[config.mk]
export PLATFORM = sky130hd
export DESIGN_NAME = dcache_flush_ctrl
export DESIGN_NICKNAME = d
export VERILOG_FILES = /design/src/rtl/cache_ctrl_pkg.sv /design/src/rtl/dcache_flush_ctrl.sv
export SDC_FILE = /design/constraint.sdc
export NUM_CORES = 1
export LEC_CHECK = 0
export BUFFER_PORTS_ARGS = -buffer_cell sky130_fd_sc_hd__buf_4
export CAP_MARGIN = 20
export CELL_PAD_IN_SITES_DETAIL_PLACEMENT = 0
export CELL_PAD_IN_SITES_GLOBAL_PLACEMENT = 2
export CORE_MARGIN = 2
export CORE_UTILIZATION = 26
export DETAILED_ROUTE_END_ITERATION = 7
export GPL_TIMING_DRIVEN = 1
export PLACE_DENSITY_LB_ADDON = 0.08
export RECOVER_POWER = 25
export SYNTH_ARGS = -nofsm -noshare
export SYNTH_HDL_FRONTEND = slang
export SYNTH_SLANG_ARGS = --single-unit
[constraint.sdc]
create_clock -name CLK -period 2.2 [get_ports CLK]
set_input_delay 0.22 -clock CLK [delete_from_list [all_inputs] [get_ports CLK]]
set_output_delay 0.22 -clock CLK [all_outputs]
set_load 0.1 [all_outputs]
[src/rtl/cache_ctrl_pkg.sv]
// Shared state and operation encodings for the data-cache maintenance controllers.
package cache_ctrl_pkg;

  typedef enum logic [1:0] {
    IDLE,
    SCAN,
    WB,
    DONE
  } flush_state_t;

  typedef enum logic {
    OP_CLEAR,
    OP_FLUSH
  } flush_op_t;

endpackage

[src/rtl/dcache_flush_ctrl.sv]
// Walks every cache line to write back dirty lines (flush) and/or invalidate them (clear).
// Optional writeback counter output enabled by defining DCACHE_FLUSH_WB_COUNT_EN.
module dcache_flush_ctrl
  import cache_ctrl_pkg::*;
#(
  parameter int NUM_SETS = 64,
  parameter int ASSOC    = 2,
  localparam int IDX_W   = $clog2(NUM_SETS * ASSOC)
) (
  input  logic             CLK,
  input  logic             nRST,
  input  logic             dcache_flush,
  input  logic             dcache_clear,
  output logic             dflush_done,
  output logic             dclear_done,
  output logic [IDX_W-1:0] line_idx,
  input  logic             line_valid,
  input  logic             line_dirty,
  output logic             wb_req,
  input  logic             wb_ack,
  output logic             line_inv,
  output logic             busy
`ifdef DCACHE_FLUSH_WB_COUNT_EN
  ,
  output logic [15:0]      wb_count
`endif
);

  localparam logic [IDX_W-1:0] LAST_IDX = IDX_W'(NUM_SETS * ASSOC - 1);

  flush_state_t     state_reg;
  flush_op_t        op_reg;
  logic [IDX_W-1:0] idx_reg;

  logic needs_wb;
  logic op_req;
  logic at_last;
  logic start;

  assign needs_wb = (op_reg == OP_FLUSH) && line_valid && line_dirty;
  assign op_req   = (op_reg == OP_FLUSH) ? dcache_flush : dcache_clear;
  assign at_last  = (idx_reg == LAST_IDX);
  assign start    = (state_reg == IDLE) && (dcache_flush || dcache_clear);

  always_ff @(posedge CLK or negedge nRST) begin
    if (!nRST) begin
      state_reg <= IDLE;
      op_reg    <= OP_CLEAR;
      idx_reg   <= '0;
    end else begin
      case (state_reg)
        IDLE: begin
          if (start) begin
            op_reg    <= dcache_flush ? OP_FLUSH : OP_CLEAR;
            idx_reg   <= '0;
            state_reg <= SCAN;
          end
        end
        SCAN: begin
          if (needs_wb) begin
            state_reg <= WB;
          end else if (at_last) begin
            state_reg <= DONE;
          end else begin
            idx_reg <= idx_reg + 1'b1;
          end
        end
        WB: begin
          if (wb_ack) begin
            if (at_last) begin
              state_reg <= DONE;
            end else begin
              idx_reg   <= idx_reg + 1'b1;
              state_reg <= SCAN;
            end
          end
        end
        DONE: begin
          if (!op_req) state_reg <= IDLE;
        end
        default: state_reg <= IDLE;
      endcase
    end
  end

  // Outputs decode the registered state; line_inv also folds in the same-cycle ack.
  assign line_idx    = idx_reg;
  assign busy        = (state_reg == SCAN) || (state_reg == WB);
  assign wb_req      = (state_reg == WB);
  assign line_inv    = ((state_reg == SCAN) && !needs_wb) || ((state_reg == WB) && wb_ack);
  assign dflush_done = (state_reg == DONE) && (op_reg == OP_FLUSH);
  assign dclear_done = (state_reg == DONE);

`ifdef DCACHE_FLUSH_WB_COUNT_EN
  logic [15:0] wb_count_reg;

  always_ff @(posedge CLK or negedge nRST) begin
    if (!nRST) begin
      wb_count_reg <= '0;
    end else if (start) begin
      wb_count_reg <= '0;
    end else if ((state_reg == WB) && wb_ack && (wb_count_reg != 16'hFFFF)) begin
      wb_count_reg <= wb_count_reg + 16'd1;
    end
  end

  assign wb_count = wb_count_reg;
`endif

endmodule

### Word-level counts from Yosys, hierarchy flattened

Cells that the tools add are included.

| operators by class | value |
|---|---|
| equal/unequal tests | 9 |
| muxes and demuxes | 14 |
| reductions and logical operators | 15 |
| add/subtract/negate cells | 1 |

Operators with widths:

| kind | number |
|---|---|
| two-way mux 7 bit | 4 |
| case mux 7 bit (3 select lines) | 1 |
| two-way mux 2 bit | 6 |
| case mux 2 bit (4 select lines) | 1 |
| AND reduction 4 bit | 2 |
| adder 7 x 1 -> 7 bit (second input constant) | 1 |
| equality test 7 bit (second input constant) | 1 |
| logical AND 1 bit | 6 |
| inequality test 2 bit (second input constant) | 3 |
| equality test 2 bit (second input constant) | 2 |
| logical OR 1 bit | 3 |
| inequality test 3 bit (second input constant) | 1 |
| nonzero test 3 bit | 1 |
| equality test 2 x 1 -> 1 bit (second input constant) | 1 |
| zero test 2 bit | 1 |
| two-way mux 1 bit | 2 |
| inequality test 2 x 1 -> 1 bit (second input constant) | 1 |
| AND reduction 2 bit | 1 |
| zero test 1 bit | 1 |

| storage, ports and cells | value |
|---|---|
| register bits | 10 |
| bits of input ports | 7 |
| output and inout port bits | 12 |

### Longest topological paths before layout

| logic depth | value |
|---|---|
| depth in word-level cells | 5 |
| depth in mapped cells | 6 |
| depth with buffers taken out | 6 |

### Least setup slack after synthesis

Ideal clock, no wire load.

| path | value |
|---|---|
| path type | flip-flop to flip-flop |
| from | reg state_reg[0] |
| to | reg idx_reg[2], in the netlist line_idx[2] |
| library setup time | 0.105 ns |
| period minus slack after synthesis | 2.596 ns |
| data arrival time | 2.491 ns |
| path buffers | 0 |
| slack | -0.396 ns |
| cell stages (with the launch flop) | 7 |
| cells stage by stage | dfrtp_1 > inv_1 > ha_1 > nor2b_1 > or4_4 > or3_4 > o311ai_2 |

RTL lines:

| item | RTL line | RTL |
|---|---|---|
| start, declared | dcache_flush_ctrl.sv:31 | `flush_state_t state_reg;` |
| start signal, assigned | dcache_flush_ctrl.sv:47 | `state_reg <= IDLE;` |
| start signal, assigned | dcache_flush_ctrl.sv:56 | `state_reg <= SCAN;` |
| start signal, assigned | dcache_flush_ctrl.sv:61 | `state_reg <= WB;` |
| equality test 2 bit (*) | n/a |  |
| named net wb_req | dcache_flush_ctrl.sv:19 | `output logic wb_req,` |
| inequality test 2 x 1 -> 1 bit (no source line) or nonzero test 3 bit (tied branches) | n/a |  |
| AND reduction 4 bit (no source line) | n/a |  |
| end signal, assigned | dcache_flush_ctrl.sv:65 | `idx_reg <= idx_reg + 1'b1;` |
| end signal, assigned | dcache_flush_ctrl.sv:73 | `idx_reg <= idx_reg + 1'b1;` |
| end, declared | dcache_flush_ctrl.sv:33 | `logic [IDX_W-1:0] idx_reg;` |

The timed path passes the listed nets; every way through them passes the cells marked *.
A chain may end at the register's enable or synchronous reset.

### Worst setup path after layout

| path | value |
|---|---|
| from | reg state_reg[1] |
| to | reg idx_reg[2], in the netlist line_idx[2] |

| on the way | value |
|---|---|
| word-level cells in the longest chain between the ends | 4 |

Ends and longest elaborated chain:

| item | RTL line | RTL |
|---|---|---|
| zero test 2 bit | dcache_flush_ctrl.sv:43, dcache_flush_ctrl.sv:51 |  |
| logical AND 1 bit | dcache_flush_ctrl.sv:43 | `assign start = (state_reg == IDLE) && (dcache_flush \|\| dcache_clear);` |
| inequality test 2 bit (no source line) | n/a |  |
| AND reduction 4 bit (no source line) | n/a |  |

Parallel ways exist; a longest one is shown, timed or not.

==> results.cfg <==
[synth]
syn_area_um2 = 656
syn-num-nets = 82
synthCells = 69
ys_types = 32
ys_seq_area_frac = 0.382
synth.ff_latch_count = 10
ys.flop_type = dfrtp_1
synth_warnings = 0
synth-edff-count = 0
synthTopCellsByArea = dfrtp_1 (38%), ha_1 (11%), a21oi_1 (5.3%), inv_1 (4.0%), nand2_1 (4.0%)
async_flop_share = 1.00
synthTopCellsByCount = dfrtp_1 (10), a21oi_1 (7), inv_1 (7), nand2_1 (7), ha_1 (6)
synth.largest_area_cell = dfrtp_1
synth_top_area_frac = 0.382
synth_most_common_cell = dfrtp_1
syn-mean-instance-area_um2 = 9.50

[timing]
relSlewSlack = 0.607
skew_ns = 0.00662
finalSetupTns_ns = 0
hold_viol = 0
fin_ws_ns = 0.140
fmax_mhz = 485
rsz0062_at_grt = no
worst_slew_pin_slew_ns = 0.590
finalSetupViolations = 0
slew_viol_final = 0
holdWs_ns = 0.195
fin_crit_ns = 2.06
finalCritPeriodShare = 0.936

[die]
dieHeight_um = 54.2
io_pins = 19
core_area_mm2 = 0.00243
num_rows = 18
initial_core_util = 0.270
dieWidth_um = 54.2
dieArea_mm2 = 0.00294

[critical_path]
crit_path_start = state_reg[1]$_DFFE_PN0P_
worstSetupStartpointType = flop
r2r_start = state_reg[1]$_DFFE_PN0P_
endpoint_kind = flop
critPathRequiredTime_ns = 2.38
path_cells = inv_2, ha_2, nor3b_1, or4_4, or3_4, o311ai_2
crit_type = flop to flop
crit_slowest_cell = or4_4
crit_path_max_fanout = 7
crit_path_max_incr_delay_ns = 0.51
cp.arrival_ns = 2.24

[route]
wl_per_cell_um = 13.4
drc = 0
drt_iter0_drc = 14
vias = 616
avgViaCountPerCell = 4.85
dr.pass1.iters = 4
wl_um = 1700
postRouteAntennaNets = 0

[clocking]
cts_buffers = 3
clock_sinks = 10
clk_latency_ns = 0.27
h-tree-depth = 1
clkSlewWorstSetupHoldPaths_ns = 0.07
tritoncts = built
max-clock-path-buffers = 2
clockRootBuffer = clkbuf_4

[global_route]
grt_max_degree = 11
grt_pass1_vias = 599
grt-ovfl-total = 0
grt_pass1_wl_um = 2740
antenna_found_initial = 0
grt_usage = 0.131

[status]
status = complete, no violations

[pwr]
swShare = 0.222
power_frac_comb = 0.043
powerDensity_mw_per_mm2 = 366
pwr-share-clk = 0.410
internal_power_w = 0.000262
ir_worst_vdd_mv = 0.159
leakagePower_nw = 0.410
switching_power_w = 0.0000746
pwr-share-seq = 0.546

[layout]
diodes = 0
areaGrowthSynthToFinish_pct = 40.1
post-route-util = 0.378
drive_above_1_share = 0.392
nNetsFinal = 111
largest_reg_flops = 7
final-instance-count-excl-fill = 127

[worst_hold_path]
hold_start = dcache_flush
hp-class = primary input to flop

[job]
cap_viol_max_count = 0

[place]
place_inst = 121
place_hpwl_um = 1290
place_ws_ns = 0.0184
portBuffers = 18
gp_congestion = 0.795
[worst max-delay path: cells and delay by family, from the launching register on]
kind	cells	cell delay [ns]
buf+inv	1	0.07
fa+ha+maj	1	0.19
simple gates	3	1.07
flops	1	0.45
compound gates	1	0.20
[cell usage in the layout, fill, tap and decap left out, types with 2 or more instances in the layout]
cell | netlist | final
clkbuf_4 | 0 | 3
clkbuf_1 | 0 | 2
dfrtp_2 | 0 | 3
nand2_1 | 7 | 7
dfrtp_1 | 10 | 7
ha_1 | 6 | 4
a21oi_1 | 7 | 7
o21ai_0 | 4 | 4
inv_1 | 7 | 5
nor2_1 | 3 | 3
inv_2 | 0 | 2
buf_4 | 0 | 22
[routing by layer]
metal / track usage / vias up / part of all wire
li1: - / 316 / -
met4: 0.0625 / 0 / 0
met2: 0.227 / 16 / 0.48
met5: 0 / - / 0
met3: 0.0109 / 0 / 0.035
met1: 0.162 / 284 / 0.48
[metrics by stage]
stage                     area [µm²]  total power [W]
after floorplan                  674         0.000188
after global placement           877         0.000202
after detailed placement         877         0.000202
after CTS                        913         0.000344
after global routing             918         0.000353
final                            918         0.000336
[worst paths after layout]
path                                                 end  slack [ns]  cells after the start
worst min-delay path                  op_reg$_DFFE_PN0P_        0.19                      2
min in group asynchronous       state_reg[0]$_DFFE_PN0P_        0.46                      2
worst min register to register   line_idx[0]$_DFFE_PN0P_        0.50                      1
max in group asynchronous       state_reg[1]$_DFFE_PN0P_        1.32                      2
worst max-delay path             line_idx[2]$_DFFE_PN0P_        0.14                      6
worst max register to register   line_idx[2]$_DFFE_PN0P_        0.14                      6
[layout make-up]
cell class                      instances  area (µm²)
Fill cell                             256        1510
Multi-Input combinational cell         52         395
Sequential cell                        10         254
Timing Repair Buffer                   24         179
Tap cell                               30        37.5
Clock buffer                            4        26.3
Inverter                                7        26.3
[power groups by stage]
stage	Clock [W]	Sequential (W)	Combinational (W)
after floorplan	0	0.000187	0.000000922
after global placement	0	0.000187	0.0000147
after detailed placement	0	0.000187	0.0000147
after CTS	0.000144	0.000184	0.0000162
after global routing	0.000153	0.000184	0.0000167
final	0.000138	0.000184	0.0000146
[cell families after synthesis]
| kind of cell | after synthesis | share of synthesized area |
|---|---|---|
| buffers and inverters | 7 | 0.0401 |
| AOI/OAI and AO/OA | 22 | 0.237 |
| and+or+nand+nor | 22 | 0.195 |
| adders and majority gates | 6 | 0.115 |
| DFF | 10 | 0.382 |
| muxes | 2 | 0.0324 |
[what timing repair did]
item | CTS | global route
hold buffers | 1 | 0
buffers inserted | 0 | 1
hold endpoints to repair | 10 | 0
setup endpoints to repair | 0 | 4
gates resized for setup | 0 | 3
(Power assumes the default switching activity.)
